### src/rtl/sc_speed_tick_gen_if.sv
// Control and status bundle for sc_speed_tick_gen. The distance output exists only when
// SC_COUNTER_DISTANCE_EN is defined.
interface sc_speed_tick_gen_if #(
  parameter int unsigned LEVEL_WIDTH = 3
`ifdef SC_COUNTER_DISTANCE_EN
  ,
  parameter int unsigned DIST_WIDTH  = 16
`endif
);
  logic                   SC_COUNTER_clear_InLow;
  logic                   SC_COUNTER_pause_InLow;
  logic                   SC_COUNTER_accel_InLow;
  logic                   SC_COUNTER_brake_InLow;
  logic                   SC_COUNTER_tick_OutLow;
  logic [LEVEL_WIDTH-1:0] SC_COUNTER_level_Out;
  logic                   SC_COUNTER_max_OutLow;
`ifdef SC_COUNTER_DISTANCE_EN
  logic [DIST_WIDTH-1:0]  SC_COUNTER_distance_Out;

  modport master (
    output SC_COUNTER_clear_InLow, SC_COUNTER_pause_InLow,
    output SC_COUNTER_accel_InLow, SC_COUNTER_brake_InLow,
    input  SC_COUNTER_tick_OutLow, SC_COUNTER_level_Out, SC_COUNTER_max_OutLow,
    input  SC_COUNTER_distance_Out
  );

  modport slave (
    input  SC_COUNTER_clear_InLow, SC_COUNTER_pause_InLow,
    input  SC_COUNTER_accel_InLow, SC_COUNTER_brake_InLow,
    output SC_COUNTER_tick_OutLow, SC_COUNTER_level_Out, SC_COUNTER_max_OutLow,
    output SC_COUNTER_distance_Out
  );
`else
  modport master (
    output SC_COUNTER_clear_InLow, SC_COUNTER_pause_InLow,
    output SC_COUNTER_accel_InLow, SC_COUNTER_brake_InLow,
    input  SC_COUNTER_tick_OutLow, SC_COUNTER_level_Out, SC_COUNTER_max_OutLow
  );

  modport slave (
    input  SC_COUNTER_clear_InLow, SC_COUNTER_pause_InLow,
    input  SC_COUNTER_accel_InLow, SC_COUNTER_brake_InLow,
    output SC_COUNTER_tick_OutLow, SC_COUNTER_level_Out, SC_COUNTER_max_OutLow
  );
`endif
endinterface

### src/rtl/sc_speed_tick_gen.sv
// Multi-level game-speed tick generator: active-low one-cycle tick whose period shrinks with a
// saturating speed level. SC_COUNTER_DISTANCE_EN adds a saturating count of issued ticks.
module sc_speed_tick_gen #(
  parameter int unsigned COUNTER_DATAWIDTH_BUS = 25,
  parameter int unsigned LEVEL_WIDTH           = 3,
  parameter int unsigned MAX_LEVEL             = 7,
  parameter int unsigned BASE_PERIOD           = 25000000,
  parameter int unsigned STEP_PERIOD           = 3000000
`ifdef SC_COUNTER_DISTANCE_EN
  ,
  parameter int unsigned DIST_WIDTH            = 16
`endif
) (
  input logic                SC_COUNTER_CLOCK_50,
  input logic                SC_COUNTER_RESET_InLow,
  sc_speed_tick_gen_if.slave sc_bus
);
  localparam int unsigned CW = COUNTER_DATAWIDTH_BUS;
  localparam int unsigned LW = LEVEL_WIDTH;

  localparam logic [CW-1:0] BasePeriod = CW'(BASE_PERIOD);
  localparam logic [CW-1:0] StepPeriod = CW'(STEP_PERIOD);
  localparam logic [LW-1:0] MaxLevel   = LW'(MAX_LEVEL);

  logic [CW-1:0] counter_q, counter_d;
  logic [CW-1:0] active_period_q, active_period_d;
  logic [CW-1:0] period_next;
  logic [LW-1:0] level_q, level_d;
  logic          tick_q, tick_d;
  logic          accel_req, brake_req;
  logic          wrap;

  assign accel_req = !sc_bus.SC_COUNTER_accel_InLow && sc_bus.SC_COUNTER_brake_InLow;
  assign brake_req = !sc_bus.SC_COUNTER_brake_InLow && sc_bus.SC_COUNTER_accel_InLow;

  always_comb begin
    level_d = level_q;
    if (accel_req && (level_q != MaxLevel)) begin
      level_d = level_q + LW'(1);
    end else if (brake_req && (level_q != '0)) begin
      level_d = level_q - LW'(1);
    end
  end

  // Period for the level that will be current after this edge; only latched on wrap or clear.
  assign period_next = BasePeriod - (CW'(level_d) * StepPeriod);
  assign wrap        = (counter_q == (active_period_q - CW'(1)));

  always_comb begin
    counter_d       = counter_q;
    active_period_d = active_period_q;
    tick_d          = 1'b1;
    if (!sc_bus.SC_COUNTER_clear_InLow) begin
      counter_d       = '0;
      active_period_d = period_next;
    end else if (!sc_bus.SC_COUNTER_pause_InLow) begin
      counter_d = counter_q;
    end else if (wrap) begin
      counter_d       = '0;
      active_period_d = period_next;
      tick_d          = 1'b0;
    end else begin
      counter_d = counter_q + CW'(1);
    end
  end

  always_ff @(posedge SC_COUNTER_CLOCK_50 or negedge SC_COUNTER_RESET_InLow) begin
    if (!SC_COUNTER_RESET_InLow) begin
      counter_q       <= '0;
      active_period_q <= BasePeriod;
      level_q         <= '0;
      tick_q          <= 1'b1;
    end else begin
      counter_q       <= counter_d;
      active_period_q <= active_period_d;
      level_q         <= level_d;
      tick_q          <= tick_d;
    end
  end

  assign sc_bus.SC_COUNTER_tick_OutLow = tick_q;
  assign sc_bus.SC_COUNTER_level_Out   = level_q;
  assign sc_bus.SC_COUNTER_max_OutLow  = (level_q != MaxLevel);

`ifdef SC_COUNTER_DISTANCE_EN
  logic [DIST_WIDTH-1:0] distance_q, distance_d;

  always_comb begin
    distance_d = distance_q;
    if (!sc_bus.SC_COUNTER_clear_InLow) begin
      distance_d = '0;
    end else if (!tick_d && (distance_q != '1)) begin
      distance_d = distance_q + DIST_WIDTH'(1);
    end
  end

  always_ff @(posedge SC_COUNTER_CLOCK_50 or negedge SC_COUNTER_RESET_InLow) begin
    if (!SC_COUNTER_RESET_InLow) begin
      distance_q <= '0;
    end else begin
      distance_q <= distance_d;
    end
  end

  assign sc_bus.SC_COUNTER_distance_Out = distance_q;
`endif
endmodule

### src/flat_wrapper.sv
// flat-port wrapper written by rule: the top's interface ports become plain ports
module sc_speed_tick_gen_flat 
#(
  parameter int unsigned COUNTER_DATAWIDTH_BUS = 25,
  parameter int unsigned LEVEL_WIDTH           = 3,
  parameter int unsigned MAX_LEVEL             = 7,
  parameter int unsigned BASE_PERIOD           = 25000000,
  parameter int unsigned STEP_PERIOD           = 3000000

)
  (SC_COUNTER_CLOCK_50, SC_COUNTER_RESET_InLow, sc_bus_SC_COUNTER_clear_InLow, sc_bus_SC_COUNTER_pause_InLow, sc_bus_SC_COUNTER_accel_InLow, sc_bus_SC_COUNTER_brake_InLow, sc_bus_SC_COUNTER_tick_OutLow, sc_bus_SC_COUNTER_level_Out, sc_bus_SC_COUNTER_max_OutLow);
  sc_speed_tick_gen_if #(.LEVEL_WIDTH(LEVEL_WIDTH)) sc_bus_i ();
  input logic SC_COUNTER_CLOCK_50;
  input logic SC_COUNTER_RESET_InLow;
  input wire logic [$bits(sc_bus_i.SC_COUNTER_clear_InLow)-1:0] sc_bus_SC_COUNTER_clear_InLow;
  input wire logic [$bits(sc_bus_i.SC_COUNTER_pause_InLow)-1:0] sc_bus_SC_COUNTER_pause_InLow;
  input wire logic [$bits(sc_bus_i.SC_COUNTER_accel_InLow)-1:0] sc_bus_SC_COUNTER_accel_InLow;
  input wire logic [$bits(sc_bus_i.SC_COUNTER_brake_InLow)-1:0] sc_bus_SC_COUNTER_brake_InLow;
  output wire logic [$bits(sc_bus_i.SC_COUNTER_tick_OutLow)-1:0] sc_bus_SC_COUNTER_tick_OutLow;
  output wire logic [$bits(sc_bus_i.SC_COUNTER_level_Out)-1:0] sc_bus_SC_COUNTER_level_Out;
  output wire logic [$bits(sc_bus_i.SC_COUNTER_max_OutLow)-1:0] sc_bus_SC_COUNTER_max_OutLow;
  assign sc_bus_i.SC_COUNTER_clear_InLow = sc_bus_SC_COUNTER_clear_InLow;
  assign sc_bus_i.SC_COUNTER_pause_InLow = sc_bus_SC_COUNTER_pause_InLow;
  assign sc_bus_i.SC_COUNTER_accel_InLow = sc_bus_SC_COUNTER_accel_InLow;
  assign sc_bus_i.SC_COUNTER_brake_InLow = sc_bus_SC_COUNTER_brake_InLow;
  assign sc_bus_SC_COUNTER_tick_OutLow = sc_bus_i.SC_COUNTER_tick_OutLow;
  assign sc_bus_SC_COUNTER_level_Out = sc_bus_i.SC_COUNTER_level_Out;
  assign sc_bus_SC_COUNTER_max_OutLow = sc_bus_i.SC_COUNTER_max_OutLow;
  sc_speed_tick_gen #(.COUNTER_DATAWIDTH_BUS(COUNTER_DATAWIDTH_BUS), .LEVEL_WIDTH(LEVEL_WIDTH), .MAX_LEVEL(MAX_LEVEL), .BASE_PERIOD(BASE_PERIOD), .STEP_PERIOD(STEP_PERIOD)) u_core (.SC_COUNTER_CLOCK_50(SC_COUNTER_CLOCK_50), .SC_COUNTER_RESET_InLow(SC_COUNTER_RESET_InLow), .sc_bus(sc_bus_i));
endmodule
### config.mk
export PLATFORM = sky130hd
export DESIGN_NAME = sc_speed_tick_gen_flat
export DESIGN_NICKNAME = d
export VERILOG_FILES = /design/src/rtl/sc_speed_tick_gen_if.sv /design/src/rtl/sc_speed_tick_gen.sv /design/src/flat_wrapper.sv
export SDC_FILE = /design/constraint.sdc
export NUM_CORES = 1
export LEC_CHECK = 0
export CAP_MARGIN = 20
export CORE_UTILIZATION = 50
export CTS_CLUSTER_SIZE = 25
export DETAILED_ROUTE_END_ITERATION = 10
export GPL_TIMING_DRIVEN = 1
export PLACE_DENSITY = 0.68
export SLEW_MARGIN = 20
export SYNTH_ARGS = -nofsm -noshare
export SYNTH_HDL_FRONTEND = slang
export SYNTH_SLANG_ARGS = --single-unit
### constraint.sdc
create_clock -name SC_COUNTER_CLOCK_50 -period 13.2 [get_ports SC_COUNTER_CLOCK_50]
set_input_delay 1.32 -clock SC_COUNTER_CLOCK_50 [delete_from_list [all_inputs] [get_ports SC_COUNTER_CLOCK_50]]
set_output_delay 1.32 -clock SC_COUNTER_CLOCK_50 [all_outputs]
set_load 0.005 [all_outputs]
* Word level (Yosys, flattened, before mapping) *
Cells that the tools add are included.

word-level totals
  register bits = 54
  latch bits = 0
  RAM bits = 0
  memory bits (read-only) = 0
  output and inout bits = 5
  memories kept = 0

operators by class
  $add $sub $neg = 5
  multipliers = 1
  divide/modulo/power cells = 0
  magnitude comparators = 0
  equal/unequal tests = 4
  shifts and indexed selects = 0
  muxes and demuxes = 11
  bitwise operators = 0
  reductions and logical operators = 8

operator list
  kind                                                                     count
  25-bit two-way mux                                                       6
  25-bit by 1-bit adder with 25-bit output, second input constant          1
  25-bit == test                                                           1
  25-bit by 1-bit subtractor with 25-bit output, second input constant     1
  25-bit subtractor, first input constant                                  1
  3-bit by 16-bit multiplier with 19-bit output, second input constant     1
  3-bit two-way mux                                                        2
  1-bit logical AND                                                        4
  2-bit by 1-bit inequality test with 1-bit output, second input constant  2
  3-bit by 1-bit adder with 3-bit output, second input constant            1
  1-bit two-way mux                                                        3
  3-bit inequality test, second input constant                             1
  3-bit nonzero test                                                       1
  3-bit by 1-bit subtractor with 3-bit output, second input constant       1
  1-bit logical NOT                                                        2
  2-bit AND reduction                                                      1

* Longest topological paths before layout *
Gate-level depths: netlist of run 1.

  depth after elaboration = 10
  depth in mapped cells = 19

* Least setup slack after synthesis of run 1 *
Ideal clock, no wire load.

  path kind = input-to-reg
  start = input sc_bus_SC_COUNTER_accel_InLow
  end = register u_core.active_period_q[24]
  setup time = 0.087 ns
  data arrival time = 4.827 ns
  slack = 8.286 ns
  stages = 14
  path buffers = 1
  path through = and3b_1 > nor2_1 > xnor2_1 > ha_1 > ha_1 > clkbuf_1 > or2_2 > o311a_1 > o311ai_0 > nand4_1 > nor3b_1 > o21bai_1 > a211oi_1 > mux2i_1

on the way
  cells in the longest elaborated chain, start to end = 9
  elaborated cells on any way between the ends = 12
  classes of those cells = 1 x add/sub; 1 x mul; 5 x mux; 5 x reduce/logical

RTL lines
  what                                                           RTL line                                          text
  start, declared                                                flat_wrapper.sv:17                                input wire logic [$bits(sc_bus_i.SC_COUNTER_accel_InLow)-1:0] sc_bus_SC_COUNTER_accel_InLow;
  1-bit logical AND / 1-bit logical NOT (equally long branches)  sc_speed_tick_gen.sv:34, sc_speed_tick_gen.sv:33
  1-bit logical AND (on tied branches)                           sc_speed_tick_gen.sv:40, sc_speed_tick_gen.sv:33
  3-bit two-way mux / 1-bit logical AND (equally long branches)  sc_speed_tick_gen.sv:40, sc_speed_tick_gen.sv:38
  3-bit two-way mux (*)                                          sc_speed_tick_gen.sv:38                           if (accel_req && (level_q != MaxLevel)) begin
  net u_core.level_d[0]                                          sc_speed_tick_gen.sv:28                           logic [LW-1:0] level_q, level_d;
  3-bit by 16-bit multiplier with 19-bit output (*)              sc_speed_tick_gen.sv:46                           assign period_next = BasePeriod - (CW'(level_d) * StepPeriod);
  25-bit subtractor (*)                                          sc_speed_tick_gen.sv:46
  25-bit two-way mux                                             sc_speed_tick_gen.sv:58                           end else if (wrap) begin
  25-bit two-way mux                                             sc_speed_tick_gen.sv:56                           end else if (!sc_bus.SC_COUNTER_pause_InLow) begin
  25-bit two-way mux (*)                                         sc_speed_tick_gen.sv:53                           if (!sc_bus.SC_COUNTER_clear_InLow) begin
  end signal, assigned                                           sc_speed_tick_gen.sv:70                           active_period_q <= BasePeriod;
  end signal, assigned                                           sc_speed_tick_gen.sv:75                           active_period_q <= active_period_d;
  end, declared                                                  sc_speed_tick_gen.sv:26                           logic [CW-1:0] active_period_q, active_period_d;

The timed path passes the listed nets; every way through them passes the cells marked *. The select of a mux whose other input is x is not followed.
A chain may end at the register's enable or synchronous reset.

* Worst setup path in the final report of run 1 *
Ends and elaborated chain as after synthesis.

==> impl_metrics.py, run 1 <==
metrics = {
    "timing": {
        "rsz0062_at_grt": "no",
        "fin_tns_setup_ns": 0,
        "tightest_slew_ns": 0.971,
        "max_slew_margin_pct": 34.8,
        "clock.fmax_mhz": 174,
        "finClkSkew_ns": 0.0133,
        "maxSlewViolCount": 0,
        "min_period_ns": 5.76,
        "setup_viol": 0,
        "min_period_over_period_pct": 43.6,
        "finalHoldViolations": 0,
    },
    "die": {
        "fp.coreArea_um2": 7330,
        "die_w_um": 89.4,
        "die_area_um2": 7990,
        "initial_core_util_pct": 52.1,
        "io_pins": 11,
        "die_h_um": 89.4,
        "rows": 31,
    },
    "global_route": {
        "antenna_found_initial": 0,
        "grt_pass1_wl_um": 13200,
        "first_global_vias": 2780,
        "globalRoute.totalOverflow": 0,
        "grt_max_degree": 47,
        "grtUsageTotal_pct": 21.4,
    },
    "clocking": {
        "post_cts_resized": 0,
        "cts_buffer_depth": 2,
        "cts_tree": "built",
        "holdBufCountCts": 0,
        "cts_max_level": 2,
        "path_clk_slew_ns": 0.08,
        "cts-root-buf": "clkbuf_8",
        "clock_sinks": 46,
        "numCtsBuffers": 5,
        "clk_latency_ns": 0.30,
        "cts_setup_buffers": 0,
    },
    "route": {
        "viasPerCell": 5.78,
        "totalWireLength_um": 8030,
        "routedWlPerCell_um": 15.2,
        "drt_iter0_drc": 127,
        "firstDrtPassIters": 5,
        "vias": 3050,
        "drcViolationCount": 0,
        "ant_nets": 0,
    },
    "worst_hold_path": {
        "min_path_cells": 2,
        "holdPathEnd": "u_core.active_period_q[24]",
        "min_path_type": "reg2reg",
        "hold_start": "u_core.active_period_q[24]",
    },
    "layout": {
        "area_delta_synth_final_pct": 6.62,
        "fin_area_um2": 4070,
        "final_nets": 459,
        "insertedDiodeCount": 0,
        "drive_gt1_share_pct": 10.5,
        "multiInputGateArea_um2": 2470,
        "fillers": 643,
        "fin_util_pct": 55.5,
        "regArea_um2": 1170,
    },
    "setup_path": {
        "cp_data_required_time_ns": 13.40,
        "cp_data_arrival_time_ns": 5.96,
        "r2r_cells": 17,
        "r2r_start": "u_core.sc_bus.SC_COUNTER_level_Out[0]",
        "max_stage_delay_ns": 0.58,
        "cp_num_cells": 15,
        "r2r_slack_ns": 8.27,
        "path_max_fanout": 8,
        "cp-start-kind": "input pin",
        "timing.critical_path.buf_inv": 2,
        "slowest_stage": "xor2_1",
        "crit_family": "compound AO/OA/AOI/OAI gates",
        "cp-end-kind": "register",
        "critical_path_class": "in2reg",
        "crit_path_cell_trace": "clkdlybuf4s50_1, and3b_1, a22o_1, xor2_1, inv_1, fa_1, ha_1, nor2b_1, o311a_1, o311ai_0, nand4_1, nor3b_1, o21bai_1, a211oi_1, mux2i_1",
        "worstReg2RegEnd": "u_core.active_period_q[24]",
    },
    "synthesis": {
        "syn_area_um2": 3820,
        "synthCells": 429,
        "ys_types": 55,
        "ys_ff_latch": 46,
        "yosysMostFrequentCell": "dfrtp_1",
        "yosys.area.top_type_share_pct": 22.3,
        "synth.area.top_cells": "dfrtp_1, dfstp_2, xnor2_1",
        "synth_area_leader_cell": "dfrtp_1",
        "yosysSeqAreaShare_pct": 30.6,
        "yosysWarningCount": 0,
        "synth_common_cells": "dfrtp_1, nand2_1, xnor2_1",
        "synth_edf_count": 0,
        "avgSynthCellArea_um2": 8.90,
        "async_reset_ff_share_pct": 100,
        "synth_nets": 460,
        "ys.flop_type": "dfrtp_1",
    },
    "placement": {
        "place_congestion": 0.894,
        "place_area_um2": 3960,
        "hpwlAfterDp_um": 6090,
        "portBuffers": 10,
    },
    "run": {
        "maxCapViolCount": 0,
    },
    "outcome": {
        "status": "completed",
    },
}
## cell usage in the layout, fill, tap and decap left out, types with 3 or more instances in the layout
master,netlist,routed
nand3_1,15,15
mux2_2,8,8
xnor2_1,31,31
nor3_1,9,9
nand2_1,32,32
fa_1,5,5
xor2_1,18,18
dfstp_2,12,12
clkbuf_8,0,5
a31oi_1,13,13
a21oi_1,20,20
nor4_1,6,6
mux2i_1,5,5
inv_1,26,26
o31ai_1,3,3
o21ai_0,26,26
clkdlybuf4s50_1,0,9
ha_1,20,20
nand2b_1,11,11
and2_1,5,5
nand4_1,13,13
mux2_4,6,6
a41oi_1,4,3
or2_2,3,3
nor2_1,25,25
a2111oi_0,3,3
nor3b_1,3,3
nor2b_1,8,8
a22o_1,4,4
a21o_1,4,4
and3_1,9,9
dfrtp_1,34,34
## sequential cells by signal (all words and copies together), names as in the netlist
register,flops
u_core.sc_bus.SC_COUNTER_tick_OutLow,1
u_core.sc_bus.SC_COUNTER_level_Out,3
u_core.counter_q,25
u_core.active_period_q,17
## cells by family after synthesis
group | count (synthesis) | synth area share [%]
compound gates | 91 | 15.5
xor+xnor | 49 | 11.2
fa+ha+maj | 25 | 9.18
buf+inv | 45 | 5.02
flops | 46 | 30.6
mux | 19 | 6.03
simple gates | 154 | 22.4
## how the worst max path moves through the flow
| stage | start | endpoint | slack, ns |
|---|---|---|---|
| 2_1_floorplan | sc_bus_SC_COUNTER_accel_InLow | u_core.active_period_q[24] | 8.29 |
| 3_3_place_gp | sc_bus_SC_COUNTER_accel_InLow | u_core.active_period_q[24] | 7.33 |
| 3_5_place_dp | sc_bus_SC_COUNTER_accel_InLow | u_core.active_period_q[24] | 7.13 |
| 4_1_cts | sc_bus_SC_COUNTER_accel_InLow | u_core.active_period_q[24] | 7.44 |
| 5_1_grt | sc_bus_SC_COUNTER_accel_InLow | u_core.active_period_q[24] | 7.12 |
| 6_report | sc_bus_SC_COUNTER_accel_InLow | u_core.active_period_q[24] | 7.44 |
## stage by stage
step	cells	hold slack, ns	setup slack (ns)
floorplan	429	0.451	8.29
finish	528	0.504	7.44
global placement	520	0.473	7.33
detailed placement	520	0.495	7.13
global route	528	0.528	7.12
CTS	528	0.511	7.44
## per-layer routing
layer / vias up / GRT usage (%) / part of all wire [%]
met5: - / 0 / 0
met4: 0 / 7.22 / 1.6
met3: 8 / 3.32 / 2.5
met2: 55 / 35.9 / 48
met1: 1464 / 28.3 / 48
li1: 1523 / - / -
## worst reg2reg max path, stage by stage (launching register included)
cell and delay (ns):
dfrtp_1 0.44, inv_1 0.09, ha_1 0.20, nand2b_1 0.09
and3b_1 0.19, a22o_1 0.15, xor2_1 0.59, inv_1 0.26
fa_1 0.50, ha_1 0.21, nor2b_1 0.15, o311a_1 0.30
o311ai_0 0.56, nand4_1 0.26, nor3b_1 0.37, o21bai_1 0.10
a211oi_1 0.26, mux2i_1 0.11
## layout make-up
cell class / count / area share (%)
Clock buffer: 6 / 1.78
Clock inverter: 2 / 0.923
Inverter: 26 / 2.40
Multi-Input combinational cell: 338 / 60.6
Sequential cell: 46 / 28.7
Tap cell: 99 / 3.04
Timing Repair Buffer: 11 / 2.58
Power of run 1 is not shown: default switching activity piles up to over one toggle a cycle in this logic, so the estimate is an artifact.
==> run 2, diff against run 1 <==
- clock period: 13.2 -> 5.35 ns (I/O delays scaled with it)
==> run 2 against run 1 <==
Die area unchanged. First-iteration DRC count up 6.3%. Worst hold slack worse by 0.28 ns. Final cell count grew 0.19%. Worst setup slack got worse by 6.8 ns. Count of clock-buffer cells in the layout unchanged.
==> impl_metrics.py, run 2 (synthesis results as in run 1) <==
metrics = {
    "outcome": {
        "status": "completed",
    },
    "global_route": {
        "grt_max_degree": 47,
        "first_global_vias": 2845,
        "grt_pass1_wl_um": 13500,
        "globalRoute.totalOverflow": 0,
        "grtUsageTotal_pct": 22.0,
        "antenna_found_initial": 0,
    },
    "die": {
        "fp.coreArea_um2": 7330,
        "die_w_um": 89.4,
        "rows": 31,
        "initial_core_util_pct": 52.1,
        "die_h_um": 89.4,
        "io_pins": 11,
        "die_area_um2": 7990,
    },
    "timing": {
        "setup_ws_ns": 0.675,
        "fin_tns_setup_ns": 0,
        "tightest_slew_ns": 0.823,
        "max_slew_margin_pct": 45.0,
        "rsz0062_at_grt": "no",
        "min_period_ns": 4.68,
        "maxSlewViolCount": 0,
        "finalHoldViolations": 0,
        "min_period_over_period_pct": 87.4,
        "finClkSkew_ns": 0.0171,
        "clock.fmax_mhz": 214,
        "setup_viol": 0,
        "holdWs_ns": 0.223,
    },
    "layout": {
        "final_cell_mix": "dfrtp_1, nand2_1, xnor2_1, inv_1, o21ai_0",
        "final_nets": 460,
        "area_delta_synth_final_pct": 6.39,
        "top_register": "u_core.counter_q",
        "largest_reg_flops": 25,
        "fin_area_um2": 4060,
        "final_common_cell": "dfrtp_1",
        "insertedDiodeCount": 0,
        "fillers": 656,
        "drive_gt1_share_pct": 10.9,
    },
    "clocking": {
        "cts-root-buf": "clkbuf_8",
        "holdBufCountCts": 0,
        "clk_latency_ns": 0.30,
        "cts_tree": "built",
        "path_clk_slew_ns": 0.09,
        "clock_sinks": 46,
        "cts_max_level": 2,
        "numCtsBuffers": 5,
        "cts_buffer_depth": 2,
    },
    "route": {
        "viasPerCell": 5.81,
        "drt_iter0_drc": 135,
        "ant_nets": 0,
        "firstDrtPassIters": 4,
        "vias": 3076,
        "routedWlPerCell_um": 15.2,
        "drcViolationCount": 0,
        "totalWireLength_um": 8050,
    },
    "setup_path": {
        "max_stage_delay_ns": 0.57,
        "crit_path_cell_trace": "inv_1, ha_1, nand2b_1, and3b_1, nor2_1, xnor2_2, ha_1, ha_1, or2_2, o311a_1, o311ai_0, nand4_1, nor3b_1, o21bai_1, a211oi_1, mux2i_1",
        "critical_path_class": "reg2reg",
        "timing.critical_path.buf_inv": 1,
        "path_max_fanout": 10,
        "cpMostUsedCell": "ha_1",
        "slowest_stage": "o311ai_0",
        "crit_family": "simple AND/OR/NAND/NOR gates",
        "cp-start-kind": "register",
        "cp_data_required_time_ns": 5.55,
        "cp-end-kind": "register",
        "cp_data_arrival_time_ns": 4.87,
    },
    "worst_hold_path": {
        "min_path_type": "in2async",
    },
    "run": {
        "maxCapViolCount": 0,
    },
    "placement": {
        "place_congestion": 0.917,
        "hpwlAfterDp_um": 6050,
        "portBuffers": 10,
        "place_ws_ns": 0.102,
        "place_area_um2": 3960,
    },
}
## run 2: cell types whose count changed in the layout (fill, tap and decap cells not counted)
cell and change:
buf_4 +1, bufinv_16 -1, clkinv_2 +1, clkinv_4 +1, clkinvlp_4 -1, xnor2_1 -1, xnor2_2 +1
## run 2: what timing repair did
action | CTS | global route
endpoints found under the setup margin | 0 | 1
gates resized for setup | 0 | 1
buffers inserted | 0 | 0
hold endpoints to repair | 0 | 0
## run 2: cell type report
| class | instances | area [µm²] | area share, % |
|---|---|---|---|
| clock buffers | 6 | 72.6 | 1.79 |
| clock inverters | 2 | 13.8 | 0.339 |
| well taps | 99 | 124 | 3.05 |
| inverters | 26 | 97.6 | 2.40 |
| repair buffers | 12 | 113 | 2.77 |
| flip-flops and latches | 46 | 1170 | 28.7 |
| multi-input cells | 338 | 2470 | 60.9 |
## run 2: worst paths after layout
check / cells after the start / slack, ns / startpoint / end
setup / recovery: 16 / 0.67 / u_core.sc_bus.SC_COUNTER_level_Out[0] / u_core.active_period_q[24]
hold / removal: 1 / 0.22 / SC_COUNTER_RESET_InLow / u_core.counter_q[17]
setup reg to reg: 16 / 0.67 / u_core.sc_bus.SC_COUNTER_level_Out[0] / u_core.active_period_q[24]
hold reg to reg: 2 / 0.48 / u_core.active_period_q[24] / u_core.active_period_q[24]
max in group asynchronous: 1 / 4.70 / SC_COUNTER_RESET_InLow / u_core.sc_bus.SC_COUNTER_level_Out[2]
min in group SC_COUNTER_CLOCK_50: 2 / 0.48 / u_core.active_period_q[24] / u_core.active_period_q[24]
## run 2: worst reg2reg max path, stage by stage, from the launching register on
cell and delay, ns:
dfrtp_1 0.46, inv_1 0.10, ha_1 0.21, nand2b_1 0.09, and3b_1 0.20, nor2_1 0.08
xnor2_2 0.50, ha_1 0.38, ha_1 0.45, or2_2 0.35, o311a_1 0.15, o311ai_0 0.57
nand4_1 0.26, nor3b_1 0.37, o21bai_1 0.10, a211oi_1 0.23, mux2i_1 0.10
## run 2: stage by stage
stage	util (%)	std cells
final	55.4	529
after floorplan	-	429
after CTS	55.2	529
after global routing	55.4	529
after global placement	54.1	521
after detailed placement	54.1	521
## run 2: metal layers
layer / vias to the layer above / share of wire (%) / track usage [%]
met5: - / 0 / 0
li1: 1533 / - / -
met1: 1482 / 48 / 30.0
met3: 13 / 3.4 / 3.23
met2: 48 / 47 / 36.3
met4: 0 / 1.4 / 6.35
Power of run 2 is left out for the same reason.
